<file path="config.mk">
export PLATFORM = sky130hd
export DESIGN_NAME = fwd_hazard_unit
export DESIGN_NICKNAME = d
export VERILOG_FILES = /design/src/rtl/fwd_pkg.sv /design/src/rtl/fwd_lookup.sv /design/src/rtl/fwd_hazard_unit.sv
export SDC_FILE = /design/constraint.sdc
export NUM_CORES = 1
export LEC_CHECK = 0
export CAP_MARGIN = 20
export CORE_MARGIN = 2
export CORE_UTILIZATION = 35
export CTS_BUF_LIST = sky130_fd_sc_hd__clkbuf_16
export CTS_CLUSTER_SIZE = 12
export DETAILED_ROUTE_END_ITERATION = 12
export PLACE_DENSITY_LB_ADDON = 0.25
export SETUP_SLACK_MARGIN = 0.4
export SYNTH_ARGS = -nofsm -noshare
export SYNTH_HDL_FRONTEND = slang
export SYNTH_SLANG_ARGS = --single-unit
</file>
<file path="constraint.sdc">
create_clock -name clk -period 3 [get_ports clk]
set_input_delay 0.6 -clock clk [delete_from_list [all_inputs] [get_ports clk]]
set_output_delay 0.6 -clock clk [all_outputs]
set_load 0.05 [all_outputs]
</file>
<file path="src/rtl/fwd_pkg.sv">
// Shared types and helpers for the operand-forwarding / load-use hazard unit.
// Struct field widths are the widest datapath this unit is built for.
package fwd_pkg;

    localparam int MAX_DATA_W = 32;
    localparam int MAX_REG_AW = 5;
    localparam int MAX_CNT_W  = 32;
    localparam int ZERO_REG   = 0;

    typedef struct packed {
        logic                  valid;
        logic [MAX_REG_AW-1:0] addr;
        logic [MAX_DATA_W-1:0] data;
        logic                  pending;
    } fwd_entry_t;

    // Increment that sticks at the supplied ceiling instead of wrapping.
    function automatic logic [MAX_CNT_W-1:0] sat_inc(input logic [MAX_CNT_W-1:0] value,
                                                     input logic [MAX_CNT_W-1:0] limit);
        return (value >= limit) ? limit : value + MAX_CNT_W'(1);
    endfunction

endpackage

</file>
<file path="src/rtl/fwd_lookup.sv">
// One source operand's lookup: youngest matching history entry wins, with a
// bypass of returning load data when that entry is the one being filled now.
module fwd_lookup
    import fwd_pkg::*;
#(
    parameter int DATA_W = 32,
    parameter int REG_AW = 5,
    parameter int DEPTH  = 3,
    parameter int IDX_W  = 2
) (
    input  fwd_entry_t        hist [DEPTH],
    input  logic              fill_valid,
    input  logic [IDX_W-1:0]  fill_idx,
    input  logic [DATA_W-1:0] ld_data,
    input  logic [REG_AW-1:0] src_addr,
    input  logic [DATA_W-1:0] src_data_in,
    output logic [DATA_W-1:0] src_data_out,
    output logic              hazard
);

    logic found;

    // Scan from youngest to oldest; the first hit decides value or stall.
    always_comb begin
        src_data_out = src_data_in;
        hazard       = 1'b0;
        found        = 1'b0;
        if (src_addr == REG_AW'(ZERO_REG)) begin
            src_data_out = '0;
        end else begin
            for (int i = 0; i < DEPTH; i++) begin
                if (!found && hist[i].valid && (hist[i].addr[REG_AW-1:0] == src_addr)) begin
                    found = 1'b1;
                    if (hist[i].pending) begin
                        if (fill_valid && (fill_idx == IDX_W'(i))) begin
                            src_data_out = ld_data;
                        end else begin
                            hazard = 1'b1;
                        end
                    end else begin
                        src_data_out = hist[i].data[DATA_W-1:0];
                    end
                end
            end
        end
    end

endmodule

</file>
<file path="src/rtl/fwd_hazard_unit.sv">
// Forwarding history of in-flight register writes, in-order load completion,
// per-source lookup, stall-cycle counter and sticky lost-load flag.
module fwd_hazard_unit
    import fwd_pkg::*;
#(
    parameter int DATA_W  = 32,
    parameter int REG_AW  = 5,
    parameter int NUM_SRC = 2,
    parameter int DEPTH   = 3,
    parameter int CNT_W   = 16
) (
    input  logic                        clk,
    input  logic                        rst_n,
    input  logic                        advance,
    input  logic                        ex_wr_en,
    input  logic [REG_AW-1:0]           ex_dest,
    input  logic                        ex_is_load,
    input  logic [DATA_W-1:0]           ex_result,
    input  logic                        ld_valid,
    input  logic [DATA_W-1:0]           ld_data,
    input  logic [NUM_SRC*REG_AW-1:0]   src_addr,
    input  logic [NUM_SRC*DATA_W-1:0]   src_data_in,
    output logic [NUM_SRC*DATA_W-1:0]   src_data_out,
    output logic                        hazard_stall,
    output logic [CNT_W-1:0]            stall_count,
    output logic                        ld_overflow
);

    localparam int IDX_W = (DEPTH > 1) ? $clog2(DEPTH) : 1;

    fwd_entry_t           hist      [DEPTH];
    fwd_entry_t           filled    [DEPTH];
    fwd_entry_t           hist_next [DEPTH];
    fwd_entry_t           new_entry;
    logic                 any_pending;
    logic                 fill_valid;
    logic [IDX_W-1:0]     fill_idx;
    logic [NUM_SRC-1:0]   src_hazard;
    logic                 drop_pending;

    // Oldest valid pending entry is the one the next returning load completes.
    always_comb begin
        any_pending = 1'b0;
        fill_idx    = '0;
        for (int i = 0; i < DEPTH; i++) begin
            if (hist[i].valid && hist[i].pending) begin
                any_pending = 1'b1;
                fill_idx    = IDX_W'(i);
            end
        end
        fill_valid = ld_valid && any_pending;
    end

    // Fill is applied before the shift so it lands on the entry's new position.
    always_comb begin
        new_entry.valid   = ex_wr_en && (ex_dest != REG_AW'(ZERO_REG));
        new_entry.addr    = MAX_REG_AW'(ex_dest);
        new_entry.data    = MAX_DATA_W'(ex_result);
        new_entry.pending = ex_is_load;

        filled = hist;
        if (fill_valid) begin
            filled[fill_idx].data    = MAX_DATA_W'(ld_data);
            filled[fill_idx].pending = 1'b0;
        end

        hist_next = filled;
        if (advance) begin
            hist_next[0] = new_entry;
            for (int i = 1; i < DEPTH; i++) begin
                hist_next[i] = filled[i-1];
            end
        end
    end

    // A still-pending oldest entry leaving the history means a lost load.
    assign drop_pending = advance && hist[DEPTH-1].valid && hist[DEPTH-1].pending;

    always_ff @(posedge clk or negedge rst_n) begin
        if (!rst_n) begin
            for (int i = 0; i < DEPTH; i++) begin
                hist[i] <= '0;
            end
            stall_count <= '0;
            ld_overflow <= 1'b0;
        end else begin
            for (int i = 0; i < DEPTH; i++) begin
                hist[i] <= hist_next[i];
            end
            if (hazard_stall) begin
                stall_count <= CNT_W'(sat_inc(MAX_CNT_W'(stall_count), MAX_CNT_W'({CNT_W{1'b1}})));
            end
            if (drop_pending) begin
                ld_overflow <= 1'b1;
            end
        end
    end

    for (genvar s = 0; s < NUM_SRC; s++) begin : g_src
        fwd_lookup #(
            .DATA_W (DATA_W),
            .REG_AW (REG_AW),
            .DEPTH  (DEPTH),
            .IDX_W  (IDX_W)
        ) u_lookup (
            .hist         (hist),
            .fill_valid   (fill_valid),
            .fill_idx     (fill_idx),
            .ld_data      (ld_data),
            .src_addr     (src_addr[s*REG_AW +: REG_AW]),
            .src_data_in  (src_data_in[s*DATA_W +: DATA_W]),
            .src_data_out (src_data_out[s*DATA_W +: DATA_W]),
            .hazard       (src_hazard[s])
        );
    end

    assign hazard_stall = |src_hazard;

endmodule
</file>
# After elaboration in Yosys (flattened, before gate mapping)
# Cells that the tools add are included.
dict set report word_totals {
  ff_bits 134
  in_bits 149
  elab_cells 118
}
dict set report classes {
  add_sub_neg 1
  n_lt_le_gt_ge 3
  n_eq_ne 8
  muxes 60
  bitwise 1
  n_reduce_logical 31
}
# operator n
set ops {}
lappend ops {{two-way mux 32 bit} 20}
lappend ops {{bitwise mux 117 bit} 2}
lappend ops {{two-way mux 117 bit} 2}
lappend ops {{demux 39 bit (select 2 bit)} 2}
lappend ops {{two-way mux 33 bit} 1}
lappend ops {{two-way mux 1 bit} 31}
lappend ops {{== test 5 bit} 6}
lappend ops {{logical AND 1 bit} 21}
lappend ops {{adder 16 x 1 -> 16 bit (second input constant)} 1}
lappend ops {{>= comparator 16 bit (second input constant)} 1}
lappend ops {{two-way mux 16 bit} 1}
lappend ops {{logical NOT 5 bit} 2}
lappend ops {{nonzero test 5 bit} 1}
lappend ops {{logical NOT 1 bit} 4}
lappend ops {{>= comparator 3 bit (second input constant)} 1}
lappend ops {{less-than comparator 3 x 1 -> 1 bit (second input constant)} 1}
lappend ops {{inverter 2 -> 3 bit} 1}
lappend ops {{== test 2 x 1 -> 1 bit (second input constant)} 1}
lappend ops {{== test 2 bit (second input constant)} 1}
lappend ops {{logical NOT 2 bit} 1}
lappend ops {{two-way mux 2 bit} 1}
lappend ops {{nonzero test 2 bit} 1}
lappend ops {{OR reduction 2 bit} 1}

# Logic depth before layout (Yosys ltp)
dict set report logic_depth {
  ltp_word 17
  depth_mapped 10
}

# Cells and area by module
# Synthesis repeated with hierarchy kept, for this count alone.
dict set report hier_totals {
  hier_cells 1194
  area_unflattened_um2 10681.5
}
# mod n_inst cells_per_inst area_per_inst_um2
set by_module_without_submodules {}
lappend by_module_without_submodules {fwd_hazard_unit 1 538 6217.2}
lappend by_module_without_submodules {fwd_lookup 2 328 2232.1}

# Worst setup path before layout
# Ideal clock, no wire load.
dict set report synth_path {
  path_type {in2out}
  startpoint {in src_addr[5]}
  endpoint {out src_data_out[50]}
  arrival_ns 2.718
  required_time_ns 2.400
  slack_ns -0.318
  path_stages 9
  path_buffers 2
  path_cell_list {xnor2_1 > nand3_1 > nor2_4 > and4b_1 > buf_2 > buf_2 > a21oi_1 > o21ai_0 > a21oi_1}
}
dict set report synth_between {
  elab_chain_cells 14
  word_cells_on_any_way 23
  classes_between {eq/ne (3); mux (12); reduce/logical (8)}
}
# element line_no
set synth_lines {}
lappend synth_lines {{start, declared} fwd_hazard_unit.sv:21} ;# input logic [NUM_SRC*REG_AW-1:0] src_addr,
lappend synth_lines {{== test 5 bit} fwd_lookup.sv:32} ;# if (!found && hist[i].valid && (hist[i].addr[REG_AW-1:0] == src_addr)) begin
lappend synth_lines {{logical AND 1 bit} fwd_lookup.sv:32}
lappend synth_lines {{two-way mux 1 bit} fwd_lookup.sv:32}
lappend synth_lines {{two-way mux 1 bit} fwd_lookup.sv:28} ;# if (src_addr == REG_AW'(ZERO_REG)) begin
lappend synth_lines {{logical NOT 1 bit} fwd_lookup.sv:32}
lappend synth_lines {{logical AND 1 bit (2 in a row)} fwd_lookup.sv:32}
lappend synth_lines {{two-way mux 1 bit} fwd_lookup.sv:32}
lappend synth_lines {{two-way mux 1 bit} fwd_lookup.sv:28}
lappend synth_lines {{logical NOT 1 bit} fwd_lookup.sv:32}
lappend synth_lines {{logical AND 1 bit (2 in a row)} fwd_lookup.sv:32}
lappend synth_lines {{two-way mux 32 bit} fwd_lookup.sv:32}
lappend synth_lines {{two-way mux 32 bit (*)} fwd_lookup.sv:28}
lappend synth_lines {{end, declared} fwd_hazard_unit.sv:23} ;# output logic [NUM_SRC*DATA_W-1:0] src_data_out,
# Mark *: on every way between the ends. The rest lies on a longest branch, timed or not. The select of a mux whose other input is x is not followed.

# Worst setup path in the final report
dict set report layout_path {
  startpoint {reg hist[35] (netlist name)}
  endpoint {out src_data_out[48]}
}
dict set report layout_between {
  elab_chain_cells 4
}
# element line_no
set layout_lines {}
lappend layout_lines {{== test 5 bit} fwd_lookup.sv:32}
lappend layout_lines {{logical AND 1 bit} fwd_lookup.sv:32}
lappend layout_lines {{two-way mux 32 bit} fwd_lookup.sv:32}
lappend layout_lines {{two-way mux 32 bit} fwd_lookup.sv:28}
# Every way passes these cells.

==> metrics.log <==
[metrics] num rows: 60
[metrics] fraction of final layout cells with drive strength greater than 1: a little over a third
[metrics] library cells used by synthesis: 51
[metrics] setup total negative slack: -13.62 ns
[metrics] final standard cell area without fillers: 16600 sq um
[metrics] # IOs: 231
[metrics] DR vias: about 12000
[metrics] met2 WL post-DR: ~21 mm
[metrics] Crit path buffers/inverters: 5
[metrics] leading area contributor after synthesis: sky130_fd_sc_hd__dfrtp_1
[metrics] slew at the pin closest to its max-slew limit: approximately 0.76 ns
[metrics] Max IR drop VDD: about 0.51 mV
[metrics] total met3 wirelength after detailed routing: between 4 and 5 mm
[metrics] area of the placeable core: around 27000 sq um
[metrics] clock period minus worst slack: ~3.3 ns
[metrics] total internal power: around 4.8 mW
[metrics] aggregate global-route resource usage: between 20% and 30%
[metrics] final number of setup-violating endpoints: 65
[metrics] first-pass detailed-route iteration total: 8
[metrics] slowest cell on the critical path: sky130_fd_sc_hd__dfrtp_2
[metrics] maximum number of pins on one net before global-route repair: 65
[metrics] Static Leakage: 6.64 nW
[metrics] Post-Route Hold Slack: 0.180 ns
[metrics] top post-synthesis cells by area: sky130_fd_sc_hd__dfrtp_1, sky130_fd_sc_hd__o22ai_1, sky130_fd_sc_hd__nor2_1, sky130_fd_sc_hd__o21ai_0, sky130_fd_sc_hd__o221ai_1
[metrics] category of the most critical setup path: reg2out
[metrics] worst-case headroom to the max-slew limit: 49.3%
[metrics] result of the run: finished with violations
[metrics] required time of the critical path: approximately 2.4 ns
[metrics] part of the cycle the worst path needs: 109%
[metrics] synthesized flop and latch total: 134
[metrics] Worst EP arrival: between 2 and 3 ns
[metrics] post-synth top area share: 34.9%
[metrics] clock tree from TritonCTS: yes
[metrics] number of global-route vias before repair: 11632
[metrics] CP most frequent cell: sky130_fd_sc_hd__buf_6
[metrics] placed standard-cell area: roughly 14000 sq um
[metrics] critical path peak fanout: 8
[metrics] switching fraction of total power: 38.5%
[metrics] post-cts hold buffer count: 0
[metrics] Clock Sinks: 134
[metrics] Post-route DRC: 0
[metrics] die height: 170 um
[metrics] routed len/inst: roughly 23 um
[metrics] aggregate global routing overflow: 0
[metrics] clock-pin slew reported for the worst setup and hold paths after clock tree synthesis: 0.06 ns
[metrics] failing checks: negative setup slack
[metrics] clock insertion delay at the later pin of the skew report: about 0.43 ns
[metrics] proportion of power drawn by the clock network: ~28%
[metrics] setup slack after placement: -0.598 ns
[metrics] area of the die: about 29000 sq um
[metrics] initial antenna violation count: 2
[metrics] net count after synthesis: 1391
[metrics] number of CTS-inserted buffers: 17
[metrics] P per Cell Area: around 470 nW/um^2
[metrics] hold crit path type: in2async
[metrics] top routing layer in use: met5
[metrics] detailed-route wire length: between 40 and 50 mm
[metrics] asr flop ratio synth: between 90% and 100%
[metrics] Mapped Cells: 1241
[metrics] Post-DP HPWL: between 20 and 30 mm
[metrics] DRC marker count from the first detailed-route iteration: ~1200
[metrics] Max Clock Skew: ~0.0092 ns
[metrics] number of flops mapped to enable cells by yosys: 0
[metrics] P_sw: 3.03 mW
[metrics] max-slew violation total from the final report: 0
[metrics] starting density of the core: between 30 and 40%
[metrics] RSZ-0062 raised after global routing: true
[metrics] routability congestion estimate from global placement: 0.869
[metrics] sequential cell area fraction in the yosys report: a little over a third
[metrics] proportion of power drawn by flip-flops and latches: around 30%
[metrics] number of antenna-violating nets in the routed design: 0
[metrics] Mean Syn Cell Area: 7.75 sq um
[metrics] worst-case setup margin in the final layout: -0.278 ns
[metrics] final design utilization: between 60% and 70%
[metrics] final layout net count: approximately 1700
[metrics] Max stage delay on crit path: roughly 0.42 ns
[metrics] met1 routed wirelength after detailed routing: approximately 18 mm
[metrics] number of max-cap violations: 0
[metrics] quantity of I/O buffers inserted on ports: 230
[metrics] commonest cells in the netlist: sky130_fd_sc_hd__nor2_1, sky130_fd_sc_hd__dfrtp_1, sky130_fd_sc_hd__o22ai_1, sky130_fd_sc_hd__o21ai_0, sky130_fd_sc_hd__nand2_1
[metrics] first-pass GRT wire length: between 60 and 70 mm
[metrics] primary flip-flop cell chosen by synthesis mapping: sky130_fd_sc_hd__dfrtp_1
[metrics] x dimension of the die: around 170 um
[metrics] Achievable Freq: slightly above 0.3 GHz
[metrics] Final Hold Viols: 0
[metrics] nature of the critical path endpoint: output port
[metrics] synthesis-to-layout area growth: 72.3%
[metrics] H-Tree Level Count: 4
[metrics] CP delay by family, top: buffers and inverters
[metrics] count of yosys warnings during synthesis: 0
[metrics] list of cells traversed by the critical path: xor2_1 > nor4_1 > buf_4 > and4b_4 > a22oi_2 > buf_6 > buf_8 > buf_12 > a21oi_4 > buf_6
[metrics] detailed-route vias per instance: between 6 and 7
[metrics] post-synthesis instance area: ~9600 sq um
[metrics] most repeated cell in the gate-level netlist after synthesis: sky130_fd_sc_hd__nor2_1
[metrics] Max Buffers Root-to-Sink: 2
[metrics] clock root buffer: sky130_fd_sc_hd__clkbuf_16
[metrics] CP Launch Type: flop
[metrics] combinational fraction of design power: 42.0%
power groups by stage:
stage	Sequential (mW)	Clock (mW)	Combinational (mW)
after floorplan	2.41	0	1.74
after global placement	2.38	0	2.80
after detailed placement	2.39	0	2.84
after CTS	2.37	2.20	3.10
after global routing	2.41	2.26	3.47
final	2.38	2.18	3.31
final cells by class:
type | count | area [sq um]
fill | 2192 | 10400
multi-input combinational | 980 | 7580
timing repair buffer | 400 | 4550
sequential | 134 | 3370
tap | 341 | 427
clock buffer | 17 | 425
clock inverter | 15 | 180
inverter | 11 | 41.3
antenna | 1 | 2.50
kinds of logic after synthesis:
group / after synthesis / synth area share, %
AND/OR/NAND/NOR: 420 / 19.2
multiplexers: 60 / 6.53
flip-flops: 134 / 34.9
XOR/XNOR: 30 / 2.73
adder cells (fa/ha/maj): 1 / 0.130
buffers and inverters: 127 / 5.46
AO/OA/AOI/OAI: 469 / 31.1
per-layer routing:
| metal | vias up | global-route usage, % |
|---|---|---|
| li1 | 5272 | - |
| met3 | 132 | 5.71 |
| met5 | - | 0 |
| met1 | 5745 | 38.6 |
| met2 | 755 | 47.2 |
| met4 | 2 | 11.8 |
worst paths after layout:
kind | to | startpoint | slack, ns | depth (start not counted)
setup reg to reg | stall_count[8] | hist[37] | 0.40 | 12
setup / recovery | src_data_out[48] | hist[35] | -0.28 | 10
hold / removal | hist[87] | rst_n | 0.18 | 1
min in group clk | ld_overflow | ld_overflow | 0.49 | 1
hold reg to reg | ld_overflow | ld_overflow | 0.49 | 1
max in group asynchronous | hist[78] | rst_n | 1.95 | 2
state kept, by name, indices dropped and copies added (netlist names):
| signal | flops |
|---|---|
| hist | 117 |
| stall_count | 16 |
| ld_overflow | 1 |
stage by stage:
stage	power [mW]	std cells
floorplan	4.14	1241
global placement	5.18	1820
detailed placement	5.23	1820
CTS	7.67	1878
global route	8.15	1898
finish	7.87	1899
cell usage in the layout, fill, tap and decap left out, types with 18 or more instances in the layout:
cell type	n
sky130_fd_sc_hd__a21oi_4	66
sky130_fd_sc_hd__o21ai_0	88
sky130_fd_sc_hd__clkdlybuf4s50_1	152
sky130_fd_sc_hd__mux2_2	18
sky130_fd_sc_hd__clkbuf_16	23
sky130_fd_sc_hd__a22oi_2	41
sky130_fd_sc_hd__buf_4	87
sky130_fd_sc_hd__nor2_1	195
sky130_fd_sc_hd__dfrtp_1	121
sky130_fd_sc_hd__o21ai_1	20
sky130_fd_sc_hd__o22ai_1	122
sky130_fd_sc_hd__buf_6	85
sky130_fd_sc_hd__buf_12	42
sky130_fd_sc_hd__o221ai_2	48
sky130_fd_sc_hd__a21oi_1	22
sky130_fd_sc_hd__mux2i_1	38
sky130_fd_sc_hd__nor3_1	63
sky130_fd_sc_hd__nand2_1	91
repair_timing:
action,4_1_cts,5_1_grt
pin swaps,51,65
gates resized for setup,171,128
gates cloned,7,7
setup endpoints to repair,81,80
buffers inserted,19,13
No activity file was read; power rests on OpenSTA's default activity.
